[src/rtl/fifo_pkg.sv]
// Shared defaults and controller state encoding for the FIFO drain-side reader.
package fifo_pkg;
  localparam int N          = 4;
  localparam int DATA_WIDTH = 6;
  localparam int CNT_WIDTH  = 8;

  typedef enum logic [1:0] {
    IDLE  = 2'd0,
    RUN   = 2'd1,
    DRAIN = 2'd2
  } state_t;
endpackage

[src/rtl/fifo_reader_if.sv]
// FIFO-side and downstream-side handshake signals of the reader.
interface fifo_reader_if #(
  parameter int DATA_WIDTH = fifo_pkg::DATA_WIDTH
);
  logic                  up_push;
  logic                  pop;
  logic [DATA_WIDTH-1:0] Fifo_Data_out;
  logic                  Fifo_Empty;
  logic [DATA_WIDTH-1:0] data_out;
  logic                  valid_out;
  logic                  Pausa_in;

  modport master (
    input  up_push, Fifo_Data_out, Fifo_Empty, Pausa_in,
    output pop, data_out, valid_out
  );

  modport slave (
    output up_push, Fifo_Data_out, Fifo_Empty, Pausa_in,
    input  pop, data_out, valid_out
  );
endinterface

[src/rtl/skid_buffer_2.sv]
// Two-entry register FIFO; head is always the oldest word, push and pop may coincide.
module skid_buffer_2 #(
  parameter int W = 6
) (
  input  logic         clk,
  input  logic         reset_L,
  input  logic         push,
  input  logic         pop,
  input  logic [W-1:0] push_data,
  output logic [W-1:0] head,
  output logic [1:0]   occ
);
  logic [W-1:0] tail;

  always_ff @(posedge clk) begin
    if (!reset_L) begin
      head <= '0;
      tail <= '0;
      occ  <= '0;
    end else begin
      case ({push, pop})
        2'b10: begin
          if (occ == 2'd0)      head <= push_data;
          else if (occ == 2'd1) tail <= push_data;
          if (occ != 2'd2) occ <= occ + 2'd1;
        end
        2'b01: begin
          head <= tail;
          if (occ != 2'd0) occ <= occ - 2'd1;
        end
        2'b11: begin
          // New word lands behind whatever becomes the head after this pop.
          if (occ == 2'd1) head <= push_data;
          else begin
            head <= tail;
            tail <= push_data;
          end
        end
        default: ;
      endcase
    end
  end
endmodule

[src/rtl/fifo_reader.sv]
// Drain-side FIFO controller: pops against a shadow occupancy count, skid-buffers reads downstream.
module fifo_reader #(
  parameter int N          = fifo_pkg::N,
  parameter int DATA_WIDTH = fifo_pkg::DATA_WIDTH,
  parameter int CNT_WIDTH  = fifo_pkg::CNT_WIDTH
) (
  input  logic                 clk,
  input  logic                 reset_L,
  input  logic                 enable,
  fifo_reader_if.master        bus,
  output logic                 busy,
  output logic [CNT_WIDTH-1:0] word_count,
  output logic                 Error_Reader
);
  import fifo_pkg::*;

  localparam int         FIFO_DEPTH = 2**N;
  localparam logic [N:0] FULL_CNT   = (N+1)'(FIFO_DEPTH);

  state_t     state, state_nxt;
  logic [N:0] shadow_cnt;
  logic       inflight;
  logic       xfer;
  logic [1:0] occ;
  logic [2:0] occ_next;

  assign xfer          = bus.valid_out & ~bus.Pausa_in;
  assign occ_next      = {1'b0, occ} + {2'b00, inflight} - {2'b00, xfer};
  assign bus.valid_out = (occ != 2'd0);

  skid_buffer_2 #(.W(DATA_WIDTH)) u_skid (
    .clk      (clk),
    .reset_L  (reset_L),
    .push     (inflight),
    .pop      (xfer),
    .push_data(bus.Fifo_Data_out),
    .head     (bus.data_out),
    .occ      (occ)
  );

  always_ff @(posedge clk) begin
    if (!reset_L) state <= IDLE;
    else          state <= state_nxt;
  end

  always_comb begin
    state_nxt = state;
    case (state)
      IDLE:    if (enable) state_nxt = RUN;
      RUN:     if (!enable) state_nxt = DRAIN;
      DRAIN: begin
        if (enable)                            state_nxt = RUN;
        else if (!inflight && occ == 2'd0)     state_nxt = IDLE;
      end
      default: state_nxt = IDLE;
    endcase
  end

  // occ_next < 2 guarantees the word still in flight always finds a free slot.
  always_comb begin
    busy    = (state != IDLE);
    bus.pop = (state == RUN) && (shadow_cnt != '0) && (occ_next < 3'd2);
  end

  always_ff @(posedge clk) begin
    if (!reset_L) begin
      shadow_cnt   <= '0;
      inflight     <= 1'b0;
      word_count   <= '0;
      Error_Reader <= 1'b0;
    end else begin
      inflight <= bus.pop;
      if (xfer) word_count <= word_count + 1'b1;
      if (bus.up_push && !bus.pop) begin
        if (shadow_cnt == FULL_CNT) Error_Reader <= 1'b1;
        else                        shadow_cnt   <= shadow_cnt + 1'b1;
      end else if (bus.pop && !bus.up_push && shadow_cnt != '0) begin
        shadow_cnt <= shadow_cnt - 1'b1;
      end
      // The FIFO flag lags by a cycle, so a count of 1 against Empty is tolerated.
      if (bus.Fifo_Empty && shadow_cnt > (N+1)'(1)) Error_Reader <= 1'b1;
    end
  end
endmodule

[src/flat_wrapper.sv]
// flat-port wrapper written by rule: the top's interface ports become plain ports
module fifo_reader_flat import fifo_pkg::*;
#(
  parameter int N          = fifo_pkg::N,
  parameter int DATA_WIDTH = fifo_pkg::DATA_WIDTH,
  parameter int CNT_WIDTH  = fifo_pkg::CNT_WIDTH
)
  (clk, reset_L, enable, busy, word_count, Error_Reader, bus_up_push, bus_Fifo_Data_out, bus_Fifo_Empty, bus_Pausa_in, bus_pop, bus_data_out, bus_valid_out);
  fifo_reader_if #(.DATA_WIDTH(DATA_WIDTH)) bus_i ();
  input  logic clk;
  input  logic reset_L;
  input  logic enable;
  output logic busy;
  output logic [CNT_WIDTH-1:0] word_count;
  output logic Error_Reader;
  input wire logic [$bits(bus_i.up_push)-1:0] bus_up_push;
  input wire logic [$bits(bus_i.Fifo_Data_out)-1:0] bus_Fifo_Data_out;
  input wire logic [$bits(bus_i.Fifo_Empty)-1:0] bus_Fifo_Empty;
  input wire logic [$bits(bus_i.Pausa_in)-1:0] bus_Pausa_in;
  output wire logic [$bits(bus_i.pop)-1:0] bus_pop;
  output wire logic [$bits(bus_i.data_out)-1:0] bus_data_out;
  output wire logic [$bits(bus_i.valid_out)-1:0] bus_valid_out;
  assign bus_i.up_push = bus_up_push;
  assign bus_i.Fifo_Data_out = bus_Fifo_Data_out;
  assign bus_i.Fifo_Empty = bus_Fifo_Empty;
  assign bus_i.Pausa_in = bus_Pausa_in;
  assign bus_pop = bus_i.pop;
  assign bus_data_out = bus_i.data_out;
  assign bus_valid_out = bus_i.valid_out;
  fifo_reader #(.N(N), .DATA_WIDTH(DATA_WIDTH), .CNT_WIDTH(CNT_WIDTH)) u_core (.clk(clk), .reset_L(reset_L), .enable(enable), .bus(bus_i), .busy(busy), .word_count(word_count), .Error_Reader(Error_Reader));
endmodule
[config.mk]
export PLATFORM = sky130hd
export DESIGN_NAME = fifo_reader_flat
export DESIGN_NICKNAME = d
export VERILOG_FILES = /design/src/rtl/fifo_pkg.sv /design/src/rtl/fifo_reader_if.sv /design/src/rtl/skid_buffer_2.sv /design/src/rtl/fifo_reader.sv /design/src/flat_wrapper.sv
export SDC_FILE = /design/constraint.sdc
export NUM_CORES = 1
export LEC_CHECK = 0
export BUFFER_PORTS_ARGS = -buffer_cell sky130_fd_sc_hd__buf_2
export CAP_MARGIN = 20
export CORE_ASPECT_RATIO = 1.75
export CORE_MARGIN = 3
export CORE_UTILIZATION = 55
export CTS_CLUSTER_SIZE = 10
export DETAILED_ROUTE_END_ITERATION = 10
export PLACE_DENSITY = 0.85
export SETUP_SLACK_MARGIN = 0.5
export SLEW_MARGIN = 20
export SYNTH_ARGS = -nofsm -noshare
export SYNTH_HDL_FRONTEND = slang
export SYNTH_SLANG_ARGS = --single-unit
[constraint.sdc]
create_clock -name clk -period 3.6 [get_ports clk]
set_input_delay 0.18 -clock clk [delete_from_list [all_inputs] [get_ports clk]]
set_output_delay 0.18 -clock clk [all_outputs]
set_load 0.01 [all_outputs]
==> out/qor.log, run 1 <==
qor: clocking.hold_bufs_inserted_after_cts 0
qor: pwr.totalPowerFinal 0.0008668 W
qor: synthesis.yosysWarningCount 0
qor: worst_setup_path.timing.critical_path.arrival 2.79 ns
qor: global_route.grt_pass1_vias 1437
qor: routing.postRouteAntennaNets 0
qor: synthesis.synth_async_sr_flop_share 0
qor: global_route.global_route_wire_length_before_repair 6368 um
qor: final_layout.nets 255
qor: run_status.run_status complete, no violations
qor: sta.finalSetupViolCount 0
qor: synthesis.post-synth-top-area-fraction 0.3605
qor: synthesis.sequential_to_total_area_share_from_yosys_stat 0.3605
qor: worst_setup_path.worstPathBufferInverterCount 2
qor: synthesis.post-synth-top-count-cell sky130_fd_sc_hd__dfxtp_1
qor: worst_setup_path.timing.critical_path.cells inv_1 -> ha_2 -> nor2_2 -> ha_1 -> nand2b_1 -> fa_1 -> nand3b_1 -> nor3_4 -> buf_2
qor: synthesis.post-synth-top-area-cell sky130_fd_sc_hd__dfxtp_1
qor: synthesis.synthesized_area_per_cell 8.652 um^2
qor: worst_hold_path.min-delay-start enable
qor: sta.final.setup.tns 0 ns
qor: final_layout.multi_input_logic_area 0.001037 mm^2
qor: worst_setup_path.setup.worst_path.end_class output pin
qor: synthesis.synth.cells.most_frequent 31 x sky130_fd_sc_hd__dfxtp_1, 19 x sky130_fd_sc_hd__nor2_1, 15 x sky130_fd_sc_hd__a21oi_1
qor: worst_hold_path.timing.hold.worst.class input pin to flip-flop
qor: final_layout.fill_cells 253
qor: final_layout.syn2layout_area_growth 18.39%
qor: sta.slew-limit-headroom 0.5459
qor: routing.initialDrtViolationCount 32
qor: clocking.tritoncts yes
qor: global_route.gr-usage-all-layers 0.2296
qor: routing.drc 0
qor: worst_setup_path.start_kind flip-flop
qor: worst_setup_path.cpMaxStageDelayCell sky130_fd_sc_hd__fa_1
qor: routing.via_count 1544
qor: floorplanning.floorplan.die.height 80.02 um
qor: floorplanning.ios 30
qor: final_layout.diodes_inserted 0
qor: clocking.clock_tree.root_cell sky130_fd_sc_hd__clkbuf_8
qor: clocking.cts.clk_slew.worst_paths 0.06 ns
qor: sta.clock-skew-final 0.002977 ns
qor: final_layout.finish.utilization 0.6885
qor: routing.routedWlPerCell 14.12 um
qor: clocking.number_of_clock_buffers_inserted_by_tritoncts 5
qor: sta.period_needed 2.975 ns
qor: floorplanning.std_cell_rows 26
qor: sta.post-route-period-util 0.8264
qor: global_route.grt.overflow.total 0
qor: sta.fmax 336.1 MHz
qor: worst_setup_path.critPathMaxStageDelay 0.53 ns
qor: routing.vias_per_cell 5.635
qor: sta.tightestPinTransition 0.6770 ns
qor: worst_setup_path.crit_path_max_fanout 7
qor: sta.drv_slew 0
qor: placement.cell_total_after_placement 264
qor: synthesis.ys_flop_type sky130_fd_sc_hd__dfxtp_1
qor: worst_setup_path.crit-reg2reg-launch u_core.u_skid.occ[0]
qor: global_route.antenna_found_initial 0
qor: clocking.cts.path.max_buffers 2
qor: floorplanning.effective_utilization_at_floorplan 0.5816
qor: placement.buffer_ports.inserted 29
qor: sta.final_hold_viol_count 0
qor: placement.placement_cell_area 0.001899 mm^2
qor: worst_setup_path.cp_delay_by_family_top adder cells
qor: pwr.ir_drop 332.5 uV
qor: synthesis.synthTopCellsByArea sky130_fd_sc_hd__dfxtp_1 36%, sky130_fd_sc_hd__ha_1 8.0%, sky130_fd_sc_hd__a21oi_1 4.4%, sky130_fd_sc_hd__nor2_1 4.1%, sky130_fd_sc_hd__xor2_1 3.6%
qor: worst_setup_path.worstPathRequired 3.42 ns
qor: synthesis.synth.cell_area 0.001722 mm^2
qor: floorplanning.floorplan.die_area 0.003864 mm^2
qor: synthesis.netlist-cell-type-count 45
qor: routing.drt_pre_antenna_iters 4
qor: synthesis.synth.net_count 223
qor: placement.post_detail_place_hpwl 2856 um
qor: synthesis.synth_enable_flop_cells 0
qor: clocking.numClockSinks 31
qor: floorplanning.core 0.002960 mm^2
qor: synthesis.syn_inst 199
qor: pwr.cellPowerDensity 425.3 mW/mm^2
qor: clocking.insertion_delay 0.28 ns
qor: run.max_cap_viol_count 0
qor: final_layout.regArea 621.8 um^2
qor: synthesis.synth.ff_latch_count 31
qor: sta.grt_setup_unrepaired false
qor: placement.routabilityCongestion 0.8228
qor: pwr.leakage 0.8590 nW
qor: global_route.grt_max_degree 26
qor: worst_setup_path.startpoint u_core.u_skid.occ[0]
qor: floorplanning.chipWidth 48.30 um
qor: clocking.cts_max_level 2
qor: final_layout.final_cell_count_no_fill 274
qor: final_layout.post-route-cell-area 0.002038 mm^2
qor: routing.drt_wl_total 3868 um
qor: final_layout.layout-drive-gt1-share 0.2198
qor: worst_setup_path.timing.setup.critical_path_class flip-flop to output pin
==> layout by cell type (no fill, tap or decap), types with 4 or more instances in the layout <==
master	Yosys	routed
sky130_fd_sc_hd__nor3_1	10	10
sky130_fd_sc_hd__xor2_1	7	7
sky130_fd_sc_hd__clkbuf_8	0	6
sky130_fd_sc_hd__ha_1	11	10
sky130_fd_sc_hd__dfxtp_1	31	30
sky130_fd_sc_hd__nand3_1	6	6
sky130_fd_sc_hd__mux2i_1	4	4
sky130_fd_sc_hd__buf_2	0	29
sky130_fd_sc_hd__o21ai_0	11	11
sky130_fd_sc_hd__nand2_1	10	10
sky130_fd_sc_hd__nand4_1	6	6
sky130_fd_sc_hd__inv_1	10	10
sky130_fd_sc_hd__nor2_1	19	18
sky130_fd_sc_hd__a21oi_1	15	15
sky130_fd_sc_hd__a221oi_1	6	6
sky130_fd_sc_hd__nand2b_1	6	6
==> worst reg2reg max path, stage by stage, from the launching register on <==
cell                       delay [ns]
sky130_fd_sc_hd__dfxtp_1         0.37
sky130_fd_sc_hd__inv_1           0.10
sky130_fd_sc_hd__ha_2            0.24
sky130_fd_sc_hd__nor2_2          0.14
sky130_fd_sc_hd__ha_1            0.23
sky130_fd_sc_hd__nand2b_1        0.17
sky130_fd_sc_hd__fa_1            0.53
sky130_fd_sc_hd__nand3b_1        0.23
sky130_fd_sc_hd__nor3_4          0.31
sky130_fd_sc_hd__buf_4           0.16
sky130_fd_sc_hd__mux2i_1         0.20
sky130_fd_sc_hd__mux2i_1         0.19
==> metrics by stage <==
| step | setup slack (ns) | hold slack (ns) |
|---|---|---|
| floorplan | 0.5443 | 0.2585 |
| global placement | 0.6621 | 0.3653 |
| detailed placement | 0.5343 | 0.3676 |
| CTS | 0.5593 | 0.06444 |
| global route | 0.5012 | 0.06067 |
| finish | 0.6251 | 0.07188 |
==> registers in the layout, summed over array words and instances (netlist names) <==
register / count
u_core.word_count: 8
u_core.u_skid.head: 6
u_core.u_skid.tail: 6
u_core.shadow_cnt: 5
u_core.state: 2
u_core.u_skid.occ: 2
u_core.Error_Reader: 1
u_core.inflight: 1
==> metal layers <==
layer	up-vias	track usage	routed length (um)
met3	10	0.05643	141
met1	712	0.2268	1513
met2	39	0.4084	2103
li1	783	-	-
met4	0	0.1078	110
met5	-	0	0
==> area by class of cell <==
cell class              instances  share of cell area
inverters                      11             0.02026
clock buffers                   6             0.04052
clock inverters                 2             0.01719
flip-flops and latches         31              0.3051
well taps                      42             0.02578
multi-input cells             150              0.5089
repair buffers                 32             0.08226
==> power by group <==
group	internal [W]	switching (W)
logic	0.0000626	0.0000776
registers	0.000359	0.0000173
clock network	0.000224	0.000126
==> cell families after synthesis <==
logic type,synth area share
AND/OR/NAND/NOR,0.2602
AO/OA/AOI/OAI,0.1701
flip-flops,0.3605
buffers and inverters,0.04360
adder cells (fa/ha/maj),0.09157
XOR/XNOR,0.05088
multiplexers,0.02326
==> what timing repair did <==
action,in CTS,in global routing
pin swaps,1,1
buffers inserted,1,1
endpoints found under the setup margin,1,6
resized for setup,1,2
==> worst paths after layout <==
check,endpoint,slack (ns),cells past startpoint
worst max-delay path,bus_pop,0.63,9
worst min-delay path,u_core.state[1],0.07,2
worst max register to register,u_core.shadow_cnt[3],0.65,11
worst min register to register,u_core.u_skid.tail[4],0.47,2
(Power assumes the default switching activity.)
==> inputs of run 2 (changes only) <==
--- a/config.mk
+++ b/config.mk
@@ -5,14 +5,15 @@
 export SDC_FILE = /design/constraint.sdc
 export NUM_CORES = 1
 export LEC_CHECK = 0
+export ABC_AREA = 1
 export BUFFER_PORTS_ARGS = -buffer_cell sky130_fd_sc_hd__buf_2
 export CAP_MARGIN = 20
 export CORE_ASPECT_RATIO = 1.75
 export CORE_MARGIN = 3
-export CORE_UTILIZATION = 55
+export CORE_UTILIZATION = 51
 export CTS_CLUSTER_SIZE = 10
 export DETAILED_ROUTE_END_ITERATION = 10
-export PLACE_DENSITY = 0.85
+export PLACE_DENSITY = 0.82
 export SETUP_SLACK_MARGIN = 0.5
 export SLEW_MARGIN = 20
 export SYNTH_ARGS = -nofsm -noshare
==> constraint.sdc (replaced) <==
create_clock -name clk -period 2.71 [get_ports clk]
set_input_delay 0.1355 -clock clk [delete_from_list [all_inputs] [get_ports clk]]
set_output_delay 0.1355 -clock clk [all_outputs]
set_load 0.01 [all_outputs]
==> run 2 against run 1 <==
Against the previous run: die area grew 19%; wire length grew 17%; via count grew 23%; clock skew is essentially flat; clock power grew 5%; utilization shrank 4.7 points; critical endpoint unchanged; largest cell class unchanged; critical path depth grew 3.
==> out/qor.log, run 2 <==
qor: run_status.run_status complete, no violations
qor: worst_hold_path.whs_path_depth 2 [unchanged]
qor: sta.finalSetupViolCount 0 [unchanged]
qor: clocking.hold_bufs_inserted_after_cts 0 [unchanged]
qor: clocking.number_of_clock_buffers_inserted_by_tritoncts 5 [unchanged]
qor: sta.final_hold_viol_count 0 [unchanged]
qor: sta.tightestPinTransition 0.4778 ns [-0.1991 ns]
qor: synthesis.syn_inst 273 [+37%]
qor: routing.drt_pre_antenna_iters 4 [unchanged]
qor: synthesis.synth.net_count 297 [+33%]
qor: synthesis.sequential_to_total_area_share_from_yosys_stat 0.3196 [-0.04088]
qor: sta.period_needed 2.504 ns
qor: worst_setup_path.worstPathRequired 2.57 ns [-0.85 ns]
qor: clocking.cts.clk_slew.worst_paths 0.06 ns [about the same]
qor: global_route.grt.overflow.total 0 [unchanged]
qor: floorplanning.core 0.003628 mm^2 [+23%]
qor: final_layout.post-route-cell-area 0.002326 mm^2 [+14%]
qor: final_layout.largest_register_ffs 8 [unchanged]
qor: worst_setup_path.worstRegToRegCells 16 [+5]
qor: worst_hold_path.timing.hold.worst.class input pin to flip-flop
qor: floorplanning.std_cell_rows 29 [+12%]
qor: sta.final.setup.tns 0 ns [unchanged]
qor: worst_setup_path.crit-reg2reg-launch u_core.u_skid.occ[0]
qor: final_layout.syn2layout_area_growth 19.78%
qor: synthesis.synthesized_area_per_cell 7.113 um^2 [-18%]
qor: placement.buffer_ports.inserted 29 [unchanged]
qor: floorplanning.floorplan.die_area 0.004613 mm^2 [+19%]
qor: synthesis.synth_async_sr_flop_share 0 [unchanged]
qor: worst_hold_path.min-delay-start enable
qor: final_layout.diodes_inserted 0 [unchanged]
qor: final_layout.nets 333 [+31%]
qor: floorplanning.ios 30 [unchanged]
qor: clocking.cts.path.max_buffers 2 [unchanged]
qor: final_layout.final_cell_count_no_fill 355 [+30%]
qor: global_route.global_route_wire_length_before_repair 7652 um [+20%]
qor: global_route.gr-usage-all-layers 0.2182 [-0.01146]
qor: sta.slew-limit-headroom 0.6814 [+0.1355]
qor: routing.initialDrtViolationCount 72 [+130%]
qor: sta.drv_slew 0 [unchanged]
qor: worst_setup_path.start_kind flip-flop
qor: final_layout.most-common-layout-cells 54 x sky130_fd_sc_hd__nand2_1, 32 x sky130_fd_sc_hd__nor2_1, 29 x sky130_fd_sc_hd__inv_1, 29 x sky130_fd_sc_hd__buf_2, 29 x sky130_fd_sc_hd__dfxtp_1
qor: clocking.insertion_delay 0.28 ns [about the same]
qor: synthesis.synthTopCellsByArea sky130_fd_sc_hd__dfxtp_1 32%, sky130_fd_sc_hd__nand2_1 11%, sky130_fd_sc_hd__ha_1 7.1%, sky130_fd_sc_hd__nor2_1 6.4%, sky130_fd_sc_hd__o21ai_0 5.9%
qor: synthesis.post-synth-top-count-cell sky130_fd_sc_hd__nand2_1
qor: synthesis.yosysWarningCount 0 [unchanged]
qor: routing.via_count 1894 [+23%]
qor: worst_setup_path.startpoint u_core.u_skid.occ[0]
qor: floorplanning.floorplan.die.height 87.63 um [+9.5%]
qor: synthesis.synth.cell_area 0.001942 mm^2 [+13%]
qor: placement.post_detail_place_hpwl 3287 um [+15%]
qor: global_route.grt_max_degree 21 [-19%]
qor: routing.routedWlPerCell 12.73 um [-9.8%]
qor: worst_setup_path.crit_path_max_fanout 4 [-3]
qor: pwr.ir_drop 584.9 uV [+76%]
qor: placement.cell_total_after_placement 341 [+29%]
qor: pwr.cellPowerDensity 1004 mW/mm^2 [+140%]
qor: worst_setup_path.setup.worst_path.end_class output pin
qor: synthesis.synth.ff_latch_count 31 [unchanged]
qor: floorplanning.effective_utilization_at_floorplan 0.5352 [-0.04640]
qor: sta.clock-skew-final 0.003432 ns [+0.0004547 ns]
qor: pwr.leakage 1.123 nW [+31%]
qor: sta.post-route-period-util 0.9239
qor: sta.fmax 399.4 MHz
qor: floorplanning.chipWidth 52.65 um [+9.0%]
qor: run.max_cap_viol_count 0 [unchanged]
qor: final_layout.mostFrequentLayoutCell sky130_fd_sc_hd__nand2_1
qor: global_route.grt_pass1_vias 1837 [+28%]
qor: global_route.antenna_found_initial 0 [unchanged]
qor: routing.drt_wl_total 4518 um [+17%]
qor: final_layout.layout-drive-gt1-share 0.2460 [+0.02613]
qor: placement.placement_cell_area 0.002128 mm^2 [+12%]
qor: synthesis.post-synth-top-area-cell sky130_fd_sc_hd__dfxtp_1
qor: synthesis.post-synth-top-area-fraction 0.3196 [-0.04088]
qor: routing.vias_per_cell 5.335 [-5.3%]
qor: clocking.clock_tree.root_cell sky130_fd_sc_hd__clkbuf_8
qor: synthesis.synth_enable_flop_cells 0 [unchanged]
qor: worst_setup_path.timing.critical_path.arrival 2.37 ns [-0.42 ns]
qor: synthesis.ys_flop_type sky130_fd_sc_hd__dfxtp_1
qor: worst_setup_path.reg2reg_setup_slack 0.25 ns [-0.40 ns]
qor: worst_setup_path.timing.setup.critical_path_class flip-flop to output pin
qor: final_layout.largest_register u_core.word_count
qor: clocking.numClockSinks 31 [unchanged]
qor: clocking.tritoncts yes
qor: synthesis.netlist-cell-type-count 32 [-29%]
qor: synthesis.synth.cells.most_frequent 58 x sky130_fd_sc_hd__nand2_1, 33 x sky130_fd_sc_hd__nor2_1, 31 x sky130_fd_sc_hd__dfxtp_1
qor: sta.grt_setup_unrepaired true
qor: routing.drc 0 [unchanged]
qor: routing.postRouteAntennaNets 0 [unchanged]
qor: placement.routabilityCongestion 0.8628 [+4.9%]
qor: clocking.cts_max_level 2 [unchanged]
qor: final_layout.top_regs u_core.word_count (8), u_core.u_skid.head (6), u_core.u_skid.tail (6)
qor: final_layout.fill_cells 339 [+34%]
## run 2: power by group
group          switching (W)  internal, W  leakage [nW]
Combinational       0.000763     0.000519         0.822
Sequential          0.000116     0.000571         0.254
Clock               0.000168     0.000199        0.0470
## run 2: final cells by class
cell class,instances,area [um^2],share of cell area
Timing Repair Buffer,39,232.7,0.1001
Clock buffer,6,82.58,0.03550
Multi-Input combinational cell,198,1185,0.5094
Inverter,34,137.6,0.05917
Clock inverter,1,5.005,0.002152
Sequential cell,31,625.6,0.2690
Tap cell,46,57.56,0.02474
## run 2: path summary, 6_finish.rpt
path,to
worst max-delay path,bus_pop
worst min-delay path,u_core.state[1]
worst max register to register,u_core.shadow_cnt[1]
worst min register to register,u_core.word_count[7]
## run 2: stage by stage
step / setup slack [ns] / hold WS [ns] / utilization / total power, W
final: 0.2062 / 0.02797 / 0.6410 / 0.002336
after global routing: 0.07503 / 0.03363 / 0.6410 / 0.002519
after CTS: 0.2036 / 0.02592 / 0.6403 / 0.002329
after global placement: 0.3196 / 0.3185 / 0.5866 / 0.001784
after floorplan: 0.2590 / 0.2133 / - / 0.001569
after detailed placement: 0.2611 / 0.3216 / 0.5866 / 0.001828
## run 2: cells by family after synthesis
| kind of cell | count (synthesis) | share of synthesized area |
|---|---|---|
| adder cells (fa/ha/maj) | 12 | 0.08118 |
| flip-flops | 31 | 0.3196 |
| buffers and inverters | 44 | 0.1005 |
| AND/OR/NAND/NOR | 121 | 0.3009 |
| AO/OA/AOI/OAI | 58 | 0.1656 |
| XOR/XNOR | 6 | 0.02706 |
| multiplexers | 1 | 0.005155 |
## run 2: routing by layer
layer / vias up / part of all wire / GRT usage
met3: 21 / 0.052 / 0.04089
met5: - / 0 / 0
li1: 942 / - / -
met1: 868 / 0.37 / 0.2129
met4: 0 / 0.042 / 0.1442
met2: 63 / 0.54 / 0.3982
## run 2: worst max-delay path: stages (launching register included)
cell	delay (ns)
sky130_fd_sc_hd__dfxtp_2	0.36
sky130_fd_sc_hd__inv_4	0.05
sky130_fd_sc_hd__ha_4	0.16
sky130_fd_sc_hd__nor2_4	0.10
sky130_fd_sc_hd__ha_4	0.20
sky130_fd_sc_hd__or2_4	0.22
sky130_fd_sc_hd__fa_1	0.40
sky130_fd_sc_hd__nand2_1	0.11
sky130_fd_sc_hd__nand2_2	0.07
sky130_fd_sc_hd__nor2_4	0.15
sky130_fd_sc_hd__nand2_8	0.09
sky130_fd_sc_hd__inv_6	0.06
sky130_fd_sc_hd__buf_2	0.12
## run 2: what timing repair did
item | 4_1_cts | 5_1_grt
resized for setup | 10 | 1
pin swaps | 4 | 1
gates cloned | 0 | 0
endpoints found under the setup margin | 7 | 10
setup buffers | 7 | 0
